### src/rtl/floo_mcast_fork.sv
// Multicast fork stage: replicates each VC's flit to every output selected by
// a destination mask (locked for the whole packet) and completes the input
// handshake only once every selected output has taken the flit.
// Optional watchdog: define FLOO_MCAST_FORK_WATCHDOG_EN to flag VCs whose
// head-of-line flit stalls for WatchdogCycles cycles (sticky err_o).
module floo_mcast_fork #(
   parameter int unsigned NumOutput       = 5,
   parameter int unsigned NumVirtChannels = 2,
   parameter type         flit_t          = logic,
   parameter bit          AsyncFork       = 1'b1,
   parameter int unsigned WatchdogCycles  = 1024
) (
   input  logic                                           clk_i,
   input  logic                                           rst_ni,
   input  logic  [NumVirtChannels-1:0]                    valid_i,
   output logic  [NumVirtChannels-1:0]                    ready_o,
   input  flit_t [NumVirtChannels-1:0]                    data_i,
   input  logic  [NumVirtChannels-1:0][NumOutput-1:0]     mask_i,
   input  logic  [NumVirtChannels-1:0]                    last_i,
   output logic  [NumOutput-1:0][NumVirtChannels-1:0]     valid_o,
   input  logic  [NumOutput-1:0][NumVirtChannels-1:0]     ready_i,
   output flit_t [NumOutput-1:0][NumVirtChannels-1:0]     data_o,
   output logic  [NumVirtChannels-1:0]                    err_o
);

   typedef enum logic {
      ST_HEAD = 1'b0,
      ST_BODY = 1'b1
   } state_e;

   state_e                                    r_state     [NumVirtChannels];
   state_e                                    w_state_nxt [NumVirtChannels];
   logic [NumVirtChannels-1:0][NumOutput-1:0] r_lock;
   logic [NumVirtChannels-1:0][NumOutput-1:0] w_lock_nxt;
   logic [NumVirtChannels-1:0][NumOutput-1:0] w_eff_mask;
   logic [NumVirtChannels-1:0][NumOutput-1:0] w_done;
   logic [NumVirtChannels-1:0][NumOutput-1:0] w_rdy_col;
   logic [NumVirtChannels-1:0][NumOutput-1:0] w_vld_col;
   logic [NumVirtChannels-1:0]                w_fire;

   // Transpose between VC-major internal vectors and output-major ports
   for (genvar o = 0; o < NumOutput; o++) begin : g_out
      for (genvar v = 0; v < NumVirtChannels; v++) begin : g_vc
         assign w_rdy_col[v][o] = ready_i[o][v];
         assign valid_o[o][v]   = w_vld_col[v][o];
         assign data_o[o][v]    = data_i[v];
      end
   end

   // Per-VC next state, packet mask lock and fork handshake
   always_comb begin
      w_state_nxt = r_state;
      w_lock_nxt  = r_lock;
      w_eff_mask  = '0;
      w_vld_col   = '0;
      ready_o     = '0;
      w_fire      = '0;
      for (int v = 0; v < NumVirtChannels; v++) begin
         w_eff_mask[v] = (r_state[v] == ST_BODY) ? r_lock[v] : mask_i[v];
         if (AsyncFork) begin
            w_vld_col[v] = {NumOutput{valid_i[v]}} & w_eff_mask[v] & ~w_done[v];
            ready_o[v]   = &(~w_eff_mask[v] | w_done[v] | w_rdy_col[v]);
         end else begin
            ready_o[v]   = &(~w_eff_mask[v] | w_rdy_col[v]);
            w_vld_col[v] = {NumOutput{valid_i[v] & ready_o[v]}} & w_eff_mask[v];
         end
         w_fire[v] = valid_i[v] & ready_o[v];
         case (r_state[v])
            ST_HEAD: begin
               if (w_fire[v] && !last_i[v]) begin
                  w_state_nxt[v] = ST_BODY;
                  w_lock_nxt[v]  = mask_i[v];
               end
            end
            ST_BODY: begin
               if (w_fire[v] && last_i[v]) begin
                  w_state_nxt[v] = ST_HEAD;
               end
            end
            default: w_state_nxt[v] = ST_HEAD;
         endcase
      end
   end

   // FSM state and locked packet mask
   always_ff @(posedge clk_i) begin
      if (!rst_ni) begin
         for (int v = 0; v < NumVirtChannels; v++) begin
            r_state[v] <= ST_HEAD;
         end
         r_lock <= '0;
      end else begin
         r_state <= w_state_nxt;
         r_lock  <= w_lock_nxt;
      end
   end

   if (AsyncFork) begin : g_done
      logic [NumVirtChannels-1:0][NumOutput-1:0] r_done;

      // Outputs that already took the current flit; a fire clears them first
      always_ff @(posedge clk_i) begin
         if (!rst_ni) begin
            r_done <= '0;
         end else begin
            for (int v = 0; v < NumVirtChannels; v++) begin
               if (w_fire[v]) begin
                  r_done[v] <= '0;
               end else begin
                  r_done[v] <= r_done[v] | (w_vld_col[v] & w_rdy_col[v]);
               end
            end
         end
      end

      assign w_done = r_done;
   end else begin : g_no_done
      assign w_done = '0;
   end

`ifdef FLOO_MCAST_FORK_WATCHDOG_EN
   localparam int unsigned WdCntW = $clog2(WatchdogCycles + 1);
   localparam logic [WdCntW-1:0] WdLimit   = WdCntW'(WatchdogCycles);
   localparam logic [WdCntW-1:0] WdPreLim  = WdCntW'(WatchdogCycles - 1);

   logic [NumVirtChannels-1:0][WdCntW-1:0] r_wd_cnt;
   logic [NumVirtChannels-1:0]             r_err;

   // Saturating stall counter per VC with sticky error on reaching the limit
   always_ff @(posedge clk_i) begin
      if (!rst_ni) begin
         r_wd_cnt <= '0;
         r_err    <= '0;
      end else begin
         for (int v = 0; v < NumVirtChannels; v++) begin
            if (w_fire[v]) begin
               r_wd_cnt[v] <= '0;
            end else if (valid_i[v] && !ready_o[v]) begin
               if (r_wd_cnt[v] != WdLimit) begin
                  r_wd_cnt[v] <= r_wd_cnt[v] + WdCntW'(1);
               end
               if (r_wd_cnt[v] == WdPreLim) begin
                  r_err[v] <= 1'b1;
               end
            end
         end
      end
   end

   assign err_o = r_err;
`else
   assign err_o = '0;
`endif

endmodule

### config.mk
export PLATFORM = sky130hd
export DESIGN_NAME = floo_mcast_fork
export DESIGN_NICKNAME = d
export VERILOG_FILES = /design/src/rtl/floo_mcast_fork.sv
export SDC_FILE = /design/constraint.sdc
export NUM_CORES = 1
export LEC_CHECK = 0
export CAP_MARGIN = 20
export CORE_MARGIN = 1.5
export CORE_UTILIZATION = 45
export DETAILED_ROUTE_END_ITERATION = 7
export GPL_TIMING_DRIVEN = 0
export MAX_ROUTING_LAYER = met4
export PLACE_DENSITY = 0.91
export SLEW_MARGIN = 10
export SYNTH_ARGS = -nofsm -noshare
export SYNTH_HDL_FRONTEND = slang
export SYNTH_SLANG_ARGS = --single-unit
### constraint.sdc
create_clock -name clk_i -period 2.53 [get_ports clk_i]
set_input_delay 0.253 -clock clk_i [delete_from_list [all_inputs] [get_ports clk_i]]
set_output_delay 0.253 -clock clk_i [all_outputs]
set_load 0.05 [all_outputs]
==> impl_results.md <==
* Outcome: complete, no violations
* Final count of negative-setup-slack endpoints at 0
* Cts bufs inserted at 3
* Core ar. at 0.00252 sq mm
* Fin. max-slew vios at 0
* Dpl cells at 211
* Worst hold slack at 236 ps
* Reg2reg path depth at 6
* Commonest non-fill, non-tap cell in the layout: clkdlybuf4s50_1
* Startpoint types: flip-flop
* CTS sink cnt at 22
* Fin crit share at 95.3%
* Die Ht at 55.3 um
* NetSw at 0.295 mW
* WP depth at 4
* Worst clock skew at 1.37 ps
* Drt drc at 0
* ANT cells at 0
* Syn Inst Count at 134
* Worst-path maximum fanout at 7
* RSZ-0062 raised after global routing: false
* Worst-path clk slew at 120 ps
* Final Cell Area at 0.00176 sq mm
* Worst setup path class: reg2out
* Max cap viols at 0
* Total gr overflow at 0
* Met2 WL post-DR at 1.77 mm
* Detailed-route wire length at 3.19 mm
* Die Wd at 55.3 um
* First-pass GRT wire length at 5.51 mm
* DR top layer: met4
* Final HPWL DP at 2.58 mm
* Seq cells post-synth at 22
* Power, Total at 0.846 mW
* Peak VDD IR at 0.310 mV
* DP Worst Slack at 145 ps
* Fmax at 0.415 GHz
* Initial DRT Pass Iterations at 4
* DRT antenna net count at 0
* Family with the most delay on the worst path: buffers and inverters
* Sequential power share at 44.0%
* Post-Route M1 WL at 1.21 mm
* Later-pin clock latency in the skew report at 310 ps
* Initial core utilization at 48.8%
* Relative slew slack at 66.2%
* Crit-path slowest cell: clkdlybuf4s50_1
* Internal power at 0.551 mW
* CTS H-Tree Depth at 1
* Comb power frac at 37.0%
* Worst hold path depth at 3
* Part of the Yosys area used for sequential elements at 35.8%
* GP Congestion at 0.813
* CP peak stage delay at 880 ps
* CP cell instances: buf_6, mux2i_1, nor3b_1, clkdlybuf4s50_1
* Critical Path AT at 2160 ps
* Port buffer count at 46
* Via count at 1163
* Layout cells sized above 1 at 17.9%
* Commonest cells after routing, fill and taps aside: clkdlybuf4s50_1, nand2_1, dfxtp_1
* Post CTS Setup Buffer Count at 0
* Area added between synthesis and finish at 42.7%
* Placed Area at 0.00173 sq mm
* Vias per inst at 5.43
* Root Buffer: clkbuf_4
* TritonCTS clock tree: yes
* Iteration-0 DRC Markers at 18
* Clock power frac at 19.0%
* Final net count at 214
* Critical Path End Type: output port
* PostCTS Resize Cnt at 1
* Yosys cell types at 20
* TNS Setup at 0 ps
* Pin count of the biggest net entering global routing at 12
* DIE AREA at 0.00306 sq mm
* Netlist Area Pre-Place at 0.00123 sq mm
* Final worst slack at 118 ps
* Synthesis Warnings at 0
* WL per Instance at 14.9 um
* Minimum clock period at 2410 ps
* Vias in the first global route at 1233
* Hold Buf Count CTS at 0
* All-Layer GR Usage at 23.1%
* Fin. Hold Viols at 0
* Num rows at 18
* Power per cell area at 482 mW/mm^2
* HP Class: in2reg
* WL met3 at 112 um
* Worst-margin pin slew at 506 ps
* Leakage at 0.662 nW
* Post-Syn Area per Cell at 9.19 sq um
* Sw Ratio at 34.8%
* Initial antenna violation count at 0
* Buf/Inv on CP at 2
* Non-filler cells, final at 214
* Fin util at 69.6%
* Data required time at the worst endpoint at 2280 ps
* I/O pins at 52
* Maximum clock path buffer count at 2
[synth_stat cells, drive strengths merged]
master       number  area, sq um
nor2             10         37.5
conb              1         3.75
nor3              2         32.5
and3              2         15.0
dlygate4sd1       1         8.76
o21ai             2         10.0
nand3             2         10.0
clkbuf            1         7.51
nand2b            2         12.5
a21oi            10         50.1
or2               4         25.0
o32a              4         45.0
mux2i            20          200
or3               2         12.5
dfxtp            22          440
nor3b            10         75.1
nand4             2         42.5
nand2            22         82.6
buf              15          120
[sequential cells by signal, indices dropped and copies added, names as in the netlist, named ones only]
| register | flops |
|---|---|
| g_done.r_done | 10 |
| r_lock | 10 |
[power by group through the flow]
stage	clock network [mW]	logic, mW	registers [mW]
after floorplan	0	0.205	0.377
after global placement	0	0.301	0.378
after detailed placement	0	0.313	0.380
after CTS	0.163	0.313	0.372
after global routing	0.173	0.331	0.375
final	0.161	0.313	0.372
[layout make-up]
| class | instances | area [sq um] |
|---|---|---|
| buffer | 17 | 136 |
| clock buffer | 3 | 22.5 |
| fill | 191 | 766 |
| multi-input combinational | 96 | 658 |
| sequential | 22 | 440 |
| tap | 30 | 37.5 |
| timing repair buffer | 46 | 462 |
[logic make-up (layout without fill, tap and decap cells)]
family | Yosys count | after routing | share of synthesized area (%)
buffers and inverters | 17 | 66 | 11.1
other | 1 | 2 | 0.305
AOI/OAI and AO/OA | 16 | 16 | 8.54
DFF | 22 | 22 | 35.8
muxes | 20 | 20 | 16.3
and+or+nand+nor | 58 | 58 | 28.0
[routing by layer]
| layer | vias to the layer above | global-route usage, % |
|---|---|---|
| met5 | - | - |
| met1 | 557 | 23.0 |
| met4 | 0 | 13.6 |
| met2 | 39 | 43.4 |
| li1 | 558 | - |
| met3 | 9 | 1.87 |
[worst reg2reg max path, delay by kind of cell, from the launching register on]
family / cells / cell delay [ps]
AND/OR/NAND/NOR: 2 / 450
flip-flops: 1 / 350
AO/OA/AOI/OAI: 1 / 230
multiplexers: 2 / 550
buffers and inverters: 1 / 150
[final timing paths]
kind / start / endpoint / slack (ps)
max: flip-flop / valid_o[7] / 120
min: rst_ni / r_lock[7]$_SDFFE_PN0P_ / 240
max reg2reg: flip-flop / r_lock[6]$_SDFFE_PN0P_ / 740
min reg2reg: r_lock[9]$_SDFFE_PN0P_ / r_lock[9]$_SDFFE_PN0P_ / 470
Power figures use the tool's default switching activity.
